<file path="src/rtl/tetris_pkg.sv">
// Shared Tetris definitions: playfield defaults, piece codes, palette and
// the repaint sequencer state type.
package tetris_pkg;

  localparam int DEFAULT_CELL = 24;
  localparam int DEFAULT_COLS = 10;
  localparam int DEFAULT_ROWS = 20;

  typedef enum logic [2:0] {
    EMPTY = 3'd0,
    I     = 3'd1,
    O     = 3'd2,
    T     = 3'd3,
    S     = 3'd4,
    Z     = 3'd5,
    J     = 3'd6,
    L     = 3'd7
  } piece_e;

  typedef enum logic [2:0] {
    ST_IDLE,
    ST_FETCH,
    ST_WAIT_RD,
    ST_ISSUE,
    ST_WAIT_DONE,
    ST_ADVANCE,
    ST_FINISH
  } render_state_e;

  // RRR_GGG_BBB colour for each piece code; EMPTY is black so vacated cells erase.
  function automatic logic [8:0] piece_color(input logic [2:0] code);
    logic [8:0] c;
    c = 9'h000;
    case (piece_e'(code))
      EMPTY:   c = 9'h000;
      I:       c = 9'h03F;
      O:       c = 9'h1F8;
      T:       c = 9'h1C7;
      S:       c = 9'h038;
      Z:       c = 9'h1C0;
      J:       c = 9'h007;
      L:       c = 9'h1E0;
      default: c = 9'h000;
    endcase
    return c;
  endfunction

endpackage

</file>
<file path="src/rtl/Up_count.sv">
// Loadable up-counter with enable; load has priority over enable.
module Up_count #(
  parameter int W = 8
) (
  input  logic         CLOCK_50,
  input  logic         resetn,
  input  logic         load,
  input  logic         enable,
  input  logic [W-1:0] d,
  output logic [W-1:0] q
);

  always_ff @(posedge CLOCK_50 or negedge resetn) begin
    if (!resetn)     q <= '0;
    else if (load)   q <= d;
    else if (enable) q <= q + W'(1);
  end

endmodule

</file>
<file path="src/rtl/board_render_seq.sv">
// Repaints the playfield: walks the board RAM cell by cell and issues one
// box-renderer request per cell, waiting for its completion each time.
module board_render_seq
  import tetris_pkg::*;
#(
  parameter int COLS     = DEFAULT_COLS,
  parameter int ROWS     = DEFAULT_ROWS,
  parameter int CELL     = DEFAULT_CELL,
  parameter int ORIGIN_X = 200,
  parameter int ORIGIN_Y = 0,
  parameter int AW       = 8
) (
  input  logic          CLOCK_50,
  input  logic          resetn,
  input  logic          go,
  output logic          busy,
  output logic          frame_done,
  output logic [AW-1:0] cell_addr,
  input  logic [2:0]    cell_data,
  output logic          box_start,
  output logic [9:0]    box_x0,
  output logic [8:0]    box_y0,
  output logic [8:0]    box_color,
  input  logic          box_done
);

  localparam int CW = (COLS > 1) ? $clog2(COLS) : 1;
  localparam int RW = (ROWS > 1) ? $clog2(ROWS) : 1;

  render_state_e state, state_nx;

  logic [CW-1:0] col;
  logic [RW-1:0] row;
  logic          col_load, col_en, row_load, row_en;
  logic          last_col, last_row;

  assign last_col = (col == CW'(COLS - 1));
  assign last_row = (row == RW'(ROWS - 1));

  Up_count #(.W(CW)) u_col (
    .CLOCK_50 (CLOCK_50),
    .resetn   (resetn),
    .load     (col_load),
    .enable   (col_en),
    .d        ('0),
    .q        (col)
  );

  Up_count #(.W(RW)) u_row (
    .CLOCK_50 (CLOCK_50),
    .resetn   (resetn),
    .load     (row_load),
    .enable   (row_en),
    .d        ('0),
    .q        (row)
  );

  always_ff @(posedge CLOCK_50 or negedge resetn) begin
    if (!resetn) state <= ST_IDLE;
    else         state <= state_nx;
  end

  always_comb begin
    state_nx = state;
    col_load = 1'b0;
    col_en   = 1'b0;
    row_load = 1'b0;
    row_en   = 1'b0;
    case (state)
      ST_IDLE: begin
        if (go) begin
          state_nx = ST_FETCH;
          col_load = 1'b1;
          row_load = 1'b1;
        end
      end
      ST_FETCH:     state_nx = ST_WAIT_RD;
      ST_WAIT_RD:   state_nx = ST_ISSUE;
      ST_ISSUE:     state_nx = ST_WAIT_DONE;
      ST_WAIT_DONE: if (box_done) state_nx = ST_ADVANCE;
      ST_ADVANCE: begin
        if (!last_col) begin
          col_en   = 1'b1;
          state_nx = ST_FETCH;
        end else if (!last_row) begin
          col_load = 1'b1;
          row_en   = 1'b1;
          state_nx = ST_FETCH;
        end else begin
          state_nx = ST_FINISH;
        end
      end
      ST_FINISH: state_nx = ST_IDLE;
      default:   state_nx = ST_IDLE;
    endcase
  end

  // Strobes are registered from the next state so they line up exactly with
  // the ISSUE/FINISH cycles; colour is captured as WAIT_RD hands over to ISSUE.
  always_ff @(posedge CLOCK_50 or negedge resetn) begin
    if (!resetn) begin
      busy       <= 1'b0;
      frame_done <= 1'b0;
      box_start  <= 1'b0;
      cell_addr  <= '0;
      box_x0     <= 10'(ORIGIN_X);
      box_y0     <= 9'(ORIGIN_Y);
      box_color  <= '0;
    end else begin
      busy       <= (state_nx != ST_IDLE);
      box_start  <= (state_nx == ST_ISSUE);
      frame_done <= (state_nx == ST_FINISH);

      if (state == ST_WAIT_RD) box_color <= piece_color(cell_data);

      if (state == ST_IDLE && go) begin
        cell_addr <= '0;
        box_x0    <= 10'(ORIGIN_X);
        box_y0    <= 9'(ORIGIN_Y);
      end

      if (state == ST_ADVANCE) begin
        if (!last_col) begin
          cell_addr <= cell_addr + AW'(1);
          box_x0    <= box_x0 + 10'(CELL);
        end else if (!last_row) begin
          cell_addr <= cell_addr + AW'(1);
          box_x0    <= 10'(ORIGIN_X);
          box_y0    <= box_y0 + 9'(CELL);
        end
      end
    end
  end

endmodule

</file>
<file path="config.mk">
export PLATFORM = sky130hd
export DESIGN_NAME = board_render_seq
export DESIGN_NICKNAME = d
export VERILOG_FILES = /design/src/rtl/tetris_pkg.sv /design/src/rtl/Up_count.sv /design/src/rtl/board_render_seq.sv
export SDC_FILE = /design/constraint.sdc
export NUM_CORES = 1
export LEC_CHECK = 0
export CORE_MARGIN = 3
export CORE_UTILIZATION = 50
export CTS_CLUSTER_DIAMETER = 200
export CTS_CLUSTER_SIZE = 14
export DETAILED_ROUTE_END_ITERATION = 10
export GPL_TIMING_DRIVEN = 0
export PLACE_DENSITY = 0.75
export SYNTH_ARGS = -nofsm -noshare
export SYNTH_HDL_FRONTEND = slang
export SYNTH_SLANG_ARGS = --single-unit
</file>
<file path="constraint.sdc">
create_clock -name CLOCK_50 -period 2.4 [get_ports CLOCK_50]
set_clock_uncertainty 0.15 [all_clocks]
set_input_delay 0.36 -clock CLOCK_50 [delete_from_list [all_inputs] [get_ports CLOCK_50]]
set_output_delay 0.36 -clock CLOCK_50 [all_outputs]
set_load 0.1 [all_outputs]
</file>
After elaboration in Yosys (flattened, before gate mapping). Memories as Yosys holds them, arrays and structs flattened. A register that Yosys moved wholly into a read port is not among the register bits. Cells that the tools add are included.

Register bits after elaboration: 42. Output and inout bits: 39. Memories: 1. Memory bits (read-only): 72.

Memory list: (name not given) (words 8, width 9, read ports 1, clocked after Yosys merged registers in 1, write ports 0, line tetris_pkg.sv:34) `case (piece_e'(code))`.

Multiplexer cells: 29. Eq/ne operators: 9. Reduce and logical (&&, ||, !) cells: 6. $add $sub $neg: 5.

Operators by type and width (number): 10-bit two-way mux (4); 9-bit two-way mux (4); 8-bit two-way mux (4); 3-bit one-hot mux with 6 select lines (1); 3-bit two-way mux (4); 10-bit by 5-bit adder with 10-bit output, second input constant (1); 5-bit two-way mux (2); 9-bit by 5-bit adder with 9-bit output, second input constant (1); 3-bit by 2-bit == test with 1-bit output, second input constant (3); 3-bit == test, second input constant (3); 8-bit by 1-bit adder with 8-bit output, second input constant (1); 4-bit two-way mux (2); 1-bit two-way mux (7); 5-bit by 1-bit adder with 5-bit output, second input constant (1); 5-bit == test, second input constant (1); 4-bit by 1-bit adder with 4-bit output, second input constant (1); 4-bit == test, second input constant (1); 2-bit nonzero test (2); 3-bit by 1-bit == test with 1-bit output, second input constant (1); 3-bit logical NOT (1); 3-bit nonzero test (1); 1-bit one-hot mux with 2 select lines (1); 1-bit logical AND (1); 1-bit logical NOT (1).

Longest topological paths before layout.
Depth in word-level cells: 6. Mapped depth: 7.

Modules after synthesis. From an unflattened synthesis, not the netlist that was laid out.

Cell total of the unflattened synthesis: 223. Area total of the unflattened synthesis: 2316.0 um2.

By module, submodules not included: board_render_seq (area an instance 1864.3 um2, times used 1, cells each 181); Up_count at u_row (area an instance 249.0 um2, times used 1, cells each 24); Up_count at u_col (area an instance 202.7 um2, times used 1, cells each 18).

Least setup slack after synthesis. Ideal clock, no wire load.

Path kind: reg-to-reg. From: register box_x0[4]. To: register box_x0[9]. Library setup time: 0.124 ns. Path slack: 0.018 ns. Stages on the path, launching flop included: 7. Arrival: 2.108 ns. Required time: 2.126 ns. Buffers on the path: 0. Cell sequence: dfrtp_1 inv_1 ha_1 and3b_1 nand3_1 and3_1 a211o_1.

Longest elaborated chain between the ends: 3.

Ends and longest elaborated chain: start: declaration (line board_render_seq.sv:21) `output logic [9:0] box_x0,`; start signal: assignment (line board_render_seq.sv:106) `box_x0 <= 10'(ORIGIN_X);`; start signal: assignment (line board_render_seq.sv:118) `box_x0 <= 10'(ORIGIN_X);`; start signal: assignment (line board_render_seq.sv:125) `box_x0 <= box_x0 + 10'(CELL);`; 10-bit by 5-bit adder with 10-bit output (line board_render_seq.sv:125); 10-bit two-way mux (line board_render_seq.sv:123) `if (!last_col) begin`; 10-bit two-way mux (line board_render_seq.sv:122) `if (state == ST_ADVANCE) begin`.

Every way passes these cells. A chain may end at the register's enable or synchronous reset.

Worst setup path after layout.
From: register cell_addr[5]. To: output port cell_addr[5].

RTL lines: start: declaration (line board_render_seq.sv:18) `output logic [AW-1:0] cell_addr,`; start signal: assignment (line board_render_seq.sv:124) `cell_addr <= cell_addr + AW'(1);`; start signal: assignment (line board_render_seq.sv:127) `cell_addr <= cell_addr + AW'(1);`.

No word-level cell between the ends.

==> results.cfg <==
[sta]
finalSetupViolCount = 0
hold_viol = 0
post-route-min-period_ps = 2352
finalCritPeriodShare_pct = 98.00
rsz0062_at_grt = false
slew_viol_final = 0
fmax_ghz = 0.4252
relSlewSlack_pct = 35.21
max_slew.worst_pin.slew_ps = 968.9

[clocking]
cts_setup_buffers = 0
cts_tree = yes
cts_root_buf = clkbuf_8
cts_sinks = 46
cts_buffer_depth = 2
clk_pin_slew_ps = 80
numCtsBuffers = 5
cts_max_level = 2
clk_latency_ps = 300

[final_layout]
fin_nets = 289
layout.cells.non_filler = 327
area.sequential_sq_um = 1155
diodes = 0
fillers = 389
multi_input_area_sq_um = 1022
syn_to_final_growth_pct = 26.83
drive_gt1_share_pct = 12.73

[worst_setup_path]
cp-startpoint = cell_addr[5]
cp.depth = 1
cp_data_required_time_ps = 1890
critPathMaxStageDelay_ps = 1150
path_cells = clkdlybuf4s50_1
critical_path.endpoint = cell_addr[5]
reg2reg_depth = 6
start_kind = flip-flop
r2r_slack_ps = 160
crit_path_top_delay_cell = clkdlybuf4s50_1
worst-path-max-fanout = 4
crit_arrival_ps = 1840
reg2reg_to = cell_addr[3]
crit_path_end_kind = primary output
r2r_start = u_col.q[1]
cp_top_family = buffers and inverters
crit_type = reg2out
path_buf_inv = 1

[outcome]
status = finished clean

[logic_synthesis]
ys_seq_elements = 46
synth-async-reset-ratio_pct = 100.0
yosys_warnings = 0
synth_nets = 236
syn_area_sq_um = 2308
syn_inst = 221
netlist.area_leader.share_pct = 46.61
yosysSeqAreaShare_pct = 50.03
synth_edf_count = 0
ys.flop_type = dfrtp_1
syn_avg_cell_area_sq_um = 10.45
ys_types = 50
synthTopCellsByArea = dfrtp_1 (47%), ha_1 (4.3%), dfstp_2 (3.4%), nor2_1 (3.1%), a21oi_1 (3.0%)
yosys.area.top_type = dfrtp_1

[floorplan]
die_w_microns = 73.95
io-pin-count = 46
core_area_sq_um = 4414
fp-row-count = 24
start_util_pct = 52.30
die_area_sq_um = 5468
die_h_microns = 73.95

[global_routing]
grt_antenna_before_repair = 0
gr-total-overflow = 0
grt_pass1_wl_microns = 7500
grt_max_degree = 27
grt.total_usage_pct = 17.57
first_global_vias = 1635

[hold_path]
hold_path_class = in2reg

[pwr]
p_leak_nw = 1.476
peakVddDrop_v = 0.001088
total_power_mw = 3.569
powerDensity_nw_per_um2 = 1219

[route]
drt_wl_total_microns = 4450
drc = 0
antenna_left = 0
wl_per_cell_microns = 13.61
initialDrtViolationCount = 92
vias = 1807
first_pass_iters = 6
via_per_inst = 5.526

[place]
gp_congestion = 0.7771
dpl.hpwl_microns = 3228
dp_cells = 318
portBuffers = 44

[job]
cap_violations = 0
==> sequential cells by signal, summed over array words and instances, names as in the netlist, 3 cells and up <==
signal	flops
box_color	4
box_x0	10
box_y0	9
cell_addr	8
state	3
u_col.q	4
u_row.q	5
==> metal layers <==
layer	global-route usage [%]	up-vias	share of wire, %
met5	0	-	0
met4	5.231	0	1.1
met3	4.459	5	5.1
met2	28.05	45	47
met1	23.78	867	47
li1	-	890	-
==> layout make-up <==
class	count	area share, %
flip-flops and latches	46	39.44
multi-input cells	151	34.91
repair buffers	46	15.85
plain buffers	14	3.205
clock buffers	5	2.350
well taps	52	2.222
inverters	10	1.282
clock inverters	3	0.7265
==> what timing repair did <==
item                                    in CTS  in global routing
endpoints found under the hold margin       19                  0
hold buffers                                 1                  0
resized for setup                           15                  7
endpoints found under the setup margin      15                  7
==> per-stage QoR <==
step / hold WS (ps) / setup TNS [ps] / utilization, % / setup slack (ps) / area, sq um
6_report: 312.4 / 0 / 66.33 / 47.90 / 2928
2_1_floorplan: -85.59 / 0 / - / 17.96 / 2308
3_3_place_gp: 313.7 / -20070 / 63.75 / -468.6 / 2814
3_5_place_dp: 204.2 / 0 / 64.09 / 207.3 / 2829
4_1_cts: 311.7 / 0 / 65.93 / 7.488 / 2910
5_1_grt: 340.0 / 0 / 66.33 / 2.869 / 2928
==> cell usage in the layout, fill, tap and decap left out, drive strengths merged, types with 2 or more instances in the layout <==
master / count
nand4: 4
buf: 16
and2: 8
o211ai: 2
o31ai: 3
and3: 3
nand3b: 3
nand2b: 2
clkdlybuf4s50: 21
nor3: 5
nand2: 17
dlymetal6s2s: 7
o22ai: 2
xor2: 4
and3b: 3
nor2: 19
dfstp: 3
xnor2: 4
clkbuf: 5
mux2i: 6
nor4: 2
clkinv: 2
nor3b: 3
inv: 10
a21oi: 15
dlygate4sd2: 15
dfrtp: 43
nand3: 9
a211o: 3
o21ai: 6
a31oi: 4
ha: 8
==> synthesized netlist by cell type (4+ instances only) <==
cell type / n
nor3_1: 5
nand4_1: 4
inv_1: 10
and2_1: 8
nand2_1: 17
buf_4: 5
xor2_1: 4
mux2i_1: 6
buf_2: 6
o21ai_0: 6
a21oi_1: 14
xnor2_1: 4
dfrtp_1: 43
a31oi_1: 4
ha_1: 8
nand3_1: 8
nor2_1: 19
==> kinds of logic (layout without fill, tap and decap cells) <==
family,Yosys count,in the layout,share of synthesized area (%)
fa+ha+maj,8,8,4.336
flops,46,46,50.03
compound gates,43,43,12.68
xor+xnor,8,8,3.035
mux,7,7,3.090
buf+inv,24,78,5.691
simple gates,85,85,21.14
==> worst min path at each step <==
stage                 startpoint           end  slack [ps]  cells past startpoint
floorplan                 resetn  box_color[2]         -90                      0
global placement    cell_addr[7]  cell_addr[7]         310                      1
detailed placement        resetn     box_x0[4]         200                      1
CTS                 cell_data[2]  box_color[5]         310                      3
global route        cell_data[2]  box_color[5]         340                      3
finish              cell_data[2]  box_color[5]         310                      3
==> power breakdown <==
part           total, mW  switching (mW)  internal [mW]
sequential          1.07           0.126          0.939
combinational       2.04            1.56          0.474
clock              0.467           0.262          0.205
No activity file was read; power rests on OpenSTA's default activity.
